**config.mk**
```make
export PLATFORM = sky130hd
export DESIGN_NAME = alu_seq_flat
export DESIGN_NICKNAME = d
export VERILOG_FILES = /design/src/rtl/alu_seq_pkg.sv /design/src/rtl/alu_seq_if.sv /design/src/rtl/alu_mul_iter.sv /design/src/rtl/alu_seq.sv /design/src/flat_wrapper.sv
export SDC_FILE = /design/constraint.sdc
export NUM_CORES = 1
export LEC_CHECK = 0
export ABC_AREA = 1
export CAP_MARGIN = 5
export CORE_AREA = 2 2 127 129
export CTS_CLUSTER_DIAMETER = 50
export DETAILED_ROUTE_END_ITERATION = 7
export DIE_AREA = 0 0 129 131
export PLACE_DENSITY = 0.85
export SKIP_CTS_REPAIR_TIMING = 1
export SLEW_MARGIN = 15
export SYNTH_ARGS = -nofsm -noshare
export SYNTH_HDL_FRONTEND = slang
export SYNTH_SLANG_ARGS = --single-unit
```
**constraint.sdc**
```tcl
create_clock -name clk -period 3 [get_ports clk]
set_clock_uncertainty 0.2 [all_clocks]
set_input_delay 0.6 -clock clk [delete_from_list [all_inputs] [get_ports clk]]
set_output_delay 0.6 -clock clk [all_outputs]
set_load 0.05 [all_outputs]
```
**src/rtl/alu_seq_pkg.sv**
```systemverilog
// Shared definitions for the sequential ALU: opcode encodings (same values ALU_16 decodes)
// and the control FSM state type.
package alu_seq_pkg;
  localparam logic [2:0] ALU_ADD = 3'd0;
  localparam logic [2:0] ALU_SUB = 3'd1;
  localparam logic [2:0] ALU_AND = 3'd2;
  localparam logic [2:0] ALU_OR  = 3'd3;
  localparam logic [2:0] ALU_XOR = 3'd4;
  localparam logic [2:0] ALU_SHL = 3'd5;
  localparam logic [2:0] ALU_SHR = 3'd6;
  localparam logic [2:0] ALU_MUL = 3'd7;

  typedef enum logic [1:0] {IDLE, MUL_RUN, DONE} state_e;
endpackage

```
**src/rtl/alu_seq_if.sv**
```systemverilog
// Issue-side request and writeback-side result handshake of alu_seq.
interface alu_seq_if #(parameter int WIDTH = 16);
  logic             in_valid;
  logic             in_ready;
  logic [2:0]       alu_op;
  logic [WIDTH-1:0] alu_a;
  logic [WIDTH-1:0] alu_b;
  logic             out_valid;
  logic             out_ready;
  logic [WIDTH-1:0] alu_out;
  logic             z;
  logic             v;
  logic             n;
  logic             c;

  modport master (output in_valid, alu_op, alu_a, alu_b, out_ready,
                  input  in_ready, out_valid, alu_out, z, v, n, c);
  modport slave  (input  in_valid, alu_op, alu_a, alu_b, out_ready,
                  output in_ready, out_valid, alu_out, z, v, n, c);
endinterface

```
**src/rtl/alu_mul_iter.sv**
```systemverilog
// Iterative unsigned shift-add multiplier, one partial product per clock.
// done/product are combinational so the owner latches the last step on the same edge.
module alu_mul_iter #(
  parameter int WIDTH = 16
) (
  input  logic               clk,
  input  logic               rst_n,
  input  logic               start,
  input  logic [WIDTH-1:0]   a,
  input  logic [WIDTH-1:0]   b,
  output logic               done,
  output logic [2*WIDTH-1:0] product
);
  localparam int CW = $clog2(WIDTH) + 1;

  logic [CW-1:0]      cnt;
  logic [WIDTH-1:0]   mcand;
  logic [2*WIDTH-1:0] acc, acc_nxt;
  logic [WIDTH:0]     sum;

  // Multiplier sits in the low half and drains out to the right as the product fills in.
  always_comb begin
    sum     = {1'b0, acc[2*WIDTH-1:WIDTH]} + (acc[0] ? {1'b0, mcand} : {(WIDTH+1){1'b0}});
    acc_nxt = {sum, acc[WIDTH-1:1]};
  end

  assign done    = (cnt == CW'(1));
  assign product = acc_nxt;

  always_ff @(posedge clk or negedge rst_n) begin
    if (!rst_n) begin
      cnt   <= '0;
      mcand <= '0;
      acc   <= '0;
    end else if (start) begin
      cnt   <= CW'(WIDTH);
      mcand <= a;
      acc   <= {{WIDTH{1'b0}}, b};
    end else if (cnt != '0) begin
      acc <= acc_nxt;
      cnt <= cnt - CW'(1);
    end
  end
endmodule

```
**src/rtl/alu_seq.sv**
```systemverilog
// Handshaked, registered ALU: single-cycle logic/arith/shift ops plus an iterative MUL.
// Result and flags are held in DONE until the writeback side takes them.
module alu_seq
  import alu_seq_pkg::*;
#(
  parameter int WIDTH   = 16,
  parameter int SHAMT_W = $clog2(WIDTH)
) (
  input logic       clk,
  input logic       rst_n,
  alu_seq_if.slave  bus
);
  state_e             state;
  logic               out_valid_r, z_r, v_r, n_r, c_r;
  logic [WIDTH-1:0]   out_r;
  logic               accept, mul_start, mul_done;
  logic [2*WIDTH-1:0] product;
  logic [WIDTH-1:0]   res;
  logic               cf, vf;
  logic [WIDTH:0]     add_t, sub_t, shl_t, shr_t;
  logic [SHAMT_W-1:0] k;

  assign bus.in_ready = (state == IDLE) || (state == DONE && bus.out_ready);
  assign accept       = bus.in_valid && bus.in_ready;
  assign mul_start    = accept && (bus.alu_op == ALU_MUL);

  alu_mul_iter #(.WIDTH(WIDTH)) u_mul (
    .clk     (clk),
    .rst_n   (rst_n),
    .start   (mul_start),
    .a       (bus.alu_a),
    .b       (bus.alu_b),
    .done    (mul_done),
    .product (product)
  );

  // Shifts carry one extra bit so the last bit shifted out lands in a fixed position;
  // a zero shift amount naturally leaves that bit clear.
  assign k     = bus.alu_b[SHAMT_W-1:0];
  assign add_t = {1'b0, bus.alu_a} + {1'b0, bus.alu_b};
  assign sub_t = {1'b0, bus.alu_a} - {1'b0, bus.alu_b};
  assign shl_t = {1'b0, bus.alu_a} << k;
  assign shr_t = {bus.alu_a, 1'b0} >> k;

  always_comb begin
    res = '0;
    cf  = 1'b0;
    vf  = 1'b0;
    case (bus.alu_op)
      ALU_ADD: begin
        {cf, res} = add_t;
        vf = (bus.alu_a[WIDTH-1] == bus.alu_b[WIDTH-1]) && (res[WIDTH-1] != bus.alu_a[WIDTH-1]);
      end
      ALU_SUB: begin
        {cf, res} = sub_t;
        vf = (bus.alu_a[WIDTH-1] != bus.alu_b[WIDTH-1]) && (res[WIDTH-1] != bus.alu_a[WIDTH-1]);
      end
      ALU_AND: res = bus.alu_a & bus.alu_b;
      ALU_OR:  res = bus.alu_a | bus.alu_b;
      ALU_XOR: res = bus.alu_a ^ bus.alu_b;
      ALU_SHL: begin
        res = shl_t[WIDTH-1:0];
        cf  = shl_t[WIDTH];
      end
      ALU_SHR: begin
        res = shr_t[WIDTH:1];
        cf  = shr_t[0];
      end
      default: ;
    endcase
  end

  always_ff @(posedge clk or negedge rst_n) begin
    if (!rst_n) begin
      state       <= IDLE;
      out_valid_r <= 1'b0;
      out_r       <= '0;
      {z_r, v_r, n_r, c_r} <= '0;
    end else if (accept) begin
      if (bus.alu_op == ALU_MUL) begin
        state       <= MUL_RUN;
        out_valid_r <= 1'b0;
      end else begin
        state       <= DONE;
        out_valid_r <= 1'b1;
        out_r       <= res;
        z_r         <= (res == '0);
        n_r         <= res[WIDTH-1];
        v_r         <= vf;
        c_r         <= cf;
      end
    end else begin
      case (state)
        MUL_RUN: if (mul_done) begin
          state       <= DONE;
          out_valid_r <= 1'b1;
          out_r       <= product[WIDTH-1:0];
          z_r         <= (product[WIDTH-1:0] == '0);
          n_r         <= product[WIDTH-1];
          v_r         <= |product[2*WIDTH-1:WIDTH];
          c_r         <= 1'b0;
        end
        DONE: if (bus.out_ready) begin
          state       <= IDLE;
          out_valid_r <= 1'b0;
        end
        default: ;
      endcase
    end
  end

  assign bus.out_valid = out_valid_r;
  assign bus.alu_out   = out_r;
  assign bus.z         = z_r;
  assign bus.v         = v_r;
  assign bus.n         = n_r;
  assign bus.c         = c_r;
endmodule

```
**src/flat_wrapper.sv**
```systemverilog
// flat-port wrapper written by rule: the top's interface ports become plain ports
module alu_seq_flat import alu_seq_pkg::*;
#(
  parameter int WIDTH   = 16,
  parameter int SHAMT_W = $clog2(WIDTH)
)
  (clk, rst_n, bus_in_valid, bus_alu_op, bus_alu_a, bus_alu_b, bus_out_ready, bus_in_ready, bus_out_valid, bus_alu_out, bus_z, bus_v, bus_n, bus_c);
  alu_seq_if #(.WIDTH(WIDTH)) bus_i ();
  input logic clk;
  input logic rst_n;
  input wire logic [$bits(bus_i.in_valid)-1:0] bus_in_valid;
  input wire logic [$bits(bus_i.alu_op)-1:0] bus_alu_op;
  input wire logic [$bits(bus_i.alu_a)-1:0] bus_alu_a;
  input wire logic [$bits(bus_i.alu_b)-1:0] bus_alu_b;
  input wire logic [$bits(bus_i.out_ready)-1:0] bus_out_ready;
  output wire logic [$bits(bus_i.in_ready)-1:0] bus_in_ready;
  output wire logic [$bits(bus_i.out_valid)-1:0] bus_out_valid;
  output wire logic [$bits(bus_i.alu_out)-1:0] bus_alu_out;
  output wire logic [$bits(bus_i.z)-1:0] bus_z;
  output wire logic [$bits(bus_i.v)-1:0] bus_v;
  output wire logic [$bits(bus_i.n)-1:0] bus_n;
  output wire logic [$bits(bus_i.c)-1:0] bus_c;
  assign bus_i.in_valid = bus_in_valid;
  assign bus_i.alu_op = bus_alu_op;
  assign bus_i.alu_a = bus_alu_a;
  assign bus_i.alu_b = bus_alu_b;
  assign bus_i.out_ready = bus_out_ready;
  assign bus_in_ready = bus_i.in_ready;
  assign bus_out_valid = bus_i.out_valid;
  assign bus_alu_out = bus_i.alu_out;
  assign bus_z = bus_i.z;
  assign bus_v = bus_i.v;
  assign bus_n = bus_i.n;
  assign bus_c = bus_i.c;
  alu_seq #(.WIDTH(WIDTH), .SHAMT_W(SHAMT_W)) u_core (.clk(clk), .rst_n(rst_n), .bus(bus_i));
endmodule
```
==> results.cfg <==
[outcome]
status = completed

[job]
maxCapViolCount = 0

[setup_path]
crit_fanout = 9
path_depth = 19
critPathTopFamily = simple AND/OR/NAND/NOR gates
worstPathCellList = buf_4 -> nand2_1 -> inv_1 -> ha_1 -> buf_4 -> nand2_1 -> nor2_1 -> nand2_1 -> nand2_1 -> buf_4 -> nand3_1 -> nand3_1 -> nand3_1 -> nor2_1 -> nand3_1 -> nand2_1 -> nand2_1 -> nand2_1 -> nand2_1
cp_data_arrival_time_ps = 3020
crit_path_end_kind = flop
start_kind = flop
critPathMostFrequentCell = nand2_1
slowest_delay_ps = 400
rr_worst_depth = 19
required_ps = 3040
path_buf_inv = 4
path_class = reg -> reg
cp_slowest_cell = dfrtp_1

[sta]
finalHoldViolCount = 0
tightestPinTransition_ps = 582
max_slew_margin_pct = 60.9
worst_slack_ps = 16.7
fmax_ghz = 0.335
fin_crit_sh_pct = 99.4
layout_min_cycle_time_ps = 2980
setup_viol = 0
drv_slew = 0

[clocking]
clk_latency_ps = 350
cts_buffers = 9
cts_tree = yes
cts-root-buf = clkbuf_16
cts_max_level = 3
cts_buffer_depth = 2
clkSlewWorstSetupHoldPaths_ps = 60
clock_sinks = 74

[layout]
layout-drive-gt1-share_pct = 22.1
utilization_pct = 74.3
regArea_sq_mm = 0.00185
syn_to_final_growth_pct = 39.0
fin_nets = 1774
num-fill-cells = 1252
multi_input_area_sq_mm = 0.00592

[synth]
synth_area_leader_cell = dfrtp_1
synth_fa_ha_area_share_pct = 11.8
syn-cell-area_sq_mm = 0.00834
async_reset_ff_share_pct = 100
syn_area_per_cell_sq_um = 6.01
yosys_warnings = 0
syn_nets = 1504
synth_top_area_share_pct = 22.2
synth_commonest_cells = nand2_1, nand3_1, inv_1
netlist_instances = 1388
synth_edf_count = 0
synth.mux.area_fraction_pct = 0
ys_seq_area_share_pct = 22.2
synth_most_common_cell = nand2_1
ys_dominant_reg_cell = dfrtp_1
synth_top_family_by_area = simple AND/OR/NAND/NOR gates
synth_compound_area_share_pct = 11.6
synth_area_leaders = dfrtp_1, nand2_1, nand3_1
synth-xor-area-share_pct = 1.47
synth_cell_types = 43
yosys_register_bits = 74
yosys.area_share.simple_pct = 41.4

[routing]
wl_um = 36400
route.vias.total = 10900
route.detailed.drc = 0
wl_per_cell_um = 19.4
first_pass_iters = 8
viasPerCell = 5.81
ant_nets = 0
drtIter0Drc = 1416

[global_route]
grt_max_degree = 40
first_global_vias = 10300
grt_use_total_pct = 42.4
antenna_found_initial = 2
grt-ovfl-total = 0
grt_pass1_wl_um = 54300

[placed_design]
dp_slack_ps = -563
dpl.hpwl_um = 29300
gp_congestion = 1.04
portBuffers = 60

[hold_path]
hold_path.class = in -> async

[floorplan]
dieArea_sq_mm = 0.0169
die_h_um = 131
core_area_sq_mm = 0.0156
initial_core_util_pct = 53.5
rows = 46
io_pins = 61
dieWidth_um = 129

[pwr]
ir_worst_vdd_v = 0.000545
p_leak_nw = 6.29
p_per_area_mw_per_mm2 = 652
[metal layers]
layer	wire length, um	share of wire, %	up-vias	track usage [%]
li1	-	-	5032	-
met3	3300	9.1	181	8.59
met4	2840	7.8	2	28.5
met1	13600	37	5011	50.7
met2	16600	46	695	69.5
met5	16	0.044	-	0
[cells by family after synthesis]
group                      after synthesis
xor gates and xnor gates                14
buffers and inverters                  242
and+or+nand+nor                        819
AOI/OAI and AO/OA                      162
DFF                                     74
adders and majority gates               77
[state kept, by name, indices dropped and copies added, names as in the netlist]
| signal | count |
|---|---|
| u_core.bus.out_valid | 1 |
| u_core.u_mul.acc | 32 |
| u_core.bus.z | 1 |
| u_core.bus.alu_out | 15 |
| u_core.state | 1 |
| u_core.bus.c | 1 |
| u_core.bus.n | 1 |
| u_core.u_mul.mcand | 16 |
| u_core.bus.v | 1 |
| u_core.u_mul.cnt | 5 |
[metrics by stage]
step	power [mW]	TNS [ps]	hold slack, ps	area [sq um]	instances
floorplan	4.36	0	104	8340	1388
global placement	5.99	-4190	265	10900	1861
detailed placement	6.11	-4610	274	10900	1861
CTS	7.25	-248	35.9	11100	1877
global route	7.99	-77.3	65.5	11600	1879
finish	7.56	0	31.0	11600	1880
[power breakdown]
group	total, mW	switching [mW]	internal (mW)
registers	1.83	0.351	1.48
clock network	1.09	0.442	0.646
logic	4.64	2.87	1.77
total	7.56	3.66	3.89
[final timing paths]
check	end	slack, ps	start
min in group clk	u_core.u_mul.mcand[4]	290	u_core.u_mul.mcand[4]
worst min register to register	u_core.u_mul.mcand[4]	290	u_core.u_mul.mcand[4]
max in group asynchronous	u_core.u_mul.mcand[9]	1890	rst_n
worst min-delay path	u_core.bus.v	30	rst_n
worst max register to register	u_core.bus.v	20	u_core.u_mul.acc[0]
worst max-delay path	u_core.bus.v	20	u_core.u_mul.acc[0]
[cell type report]
class | count | share of cell area, %
clock buffers | 10 | 1.97
well taps | 216 | 2.33
diodes | 1 | 0.0216
flip-flops and latches | 74 | 16.0
clock inverters | 6 | 0.561
inverters | 197 | 6.42
multi-input cells | 1072 | 51.0
repair buffers | 304 | 21.7
[cells in the final DEF, fill, tap and decap left out, drive strengths merged, types with 3 or more instances in the layout]
cell type and instances:
buf 246, and2 3, or2 9, nor2 119, o22ai 5, xnor2 6
a21boi 3, clkbuf 10, o211ai 13, o221ai 18, clkdlybuf4s50 45, inv 197
o21bai 5, dfrtp 74, nand3 202, nand4 18, dlymetal6s2s 13, a21oi 45
fa 3, o21ai 65, xor2 8, nand3b 3, nor4 4, nor3 12
clkinv 4, ha 74, nand2 449
No activity file was read; power rests on OpenSTA's default activity.
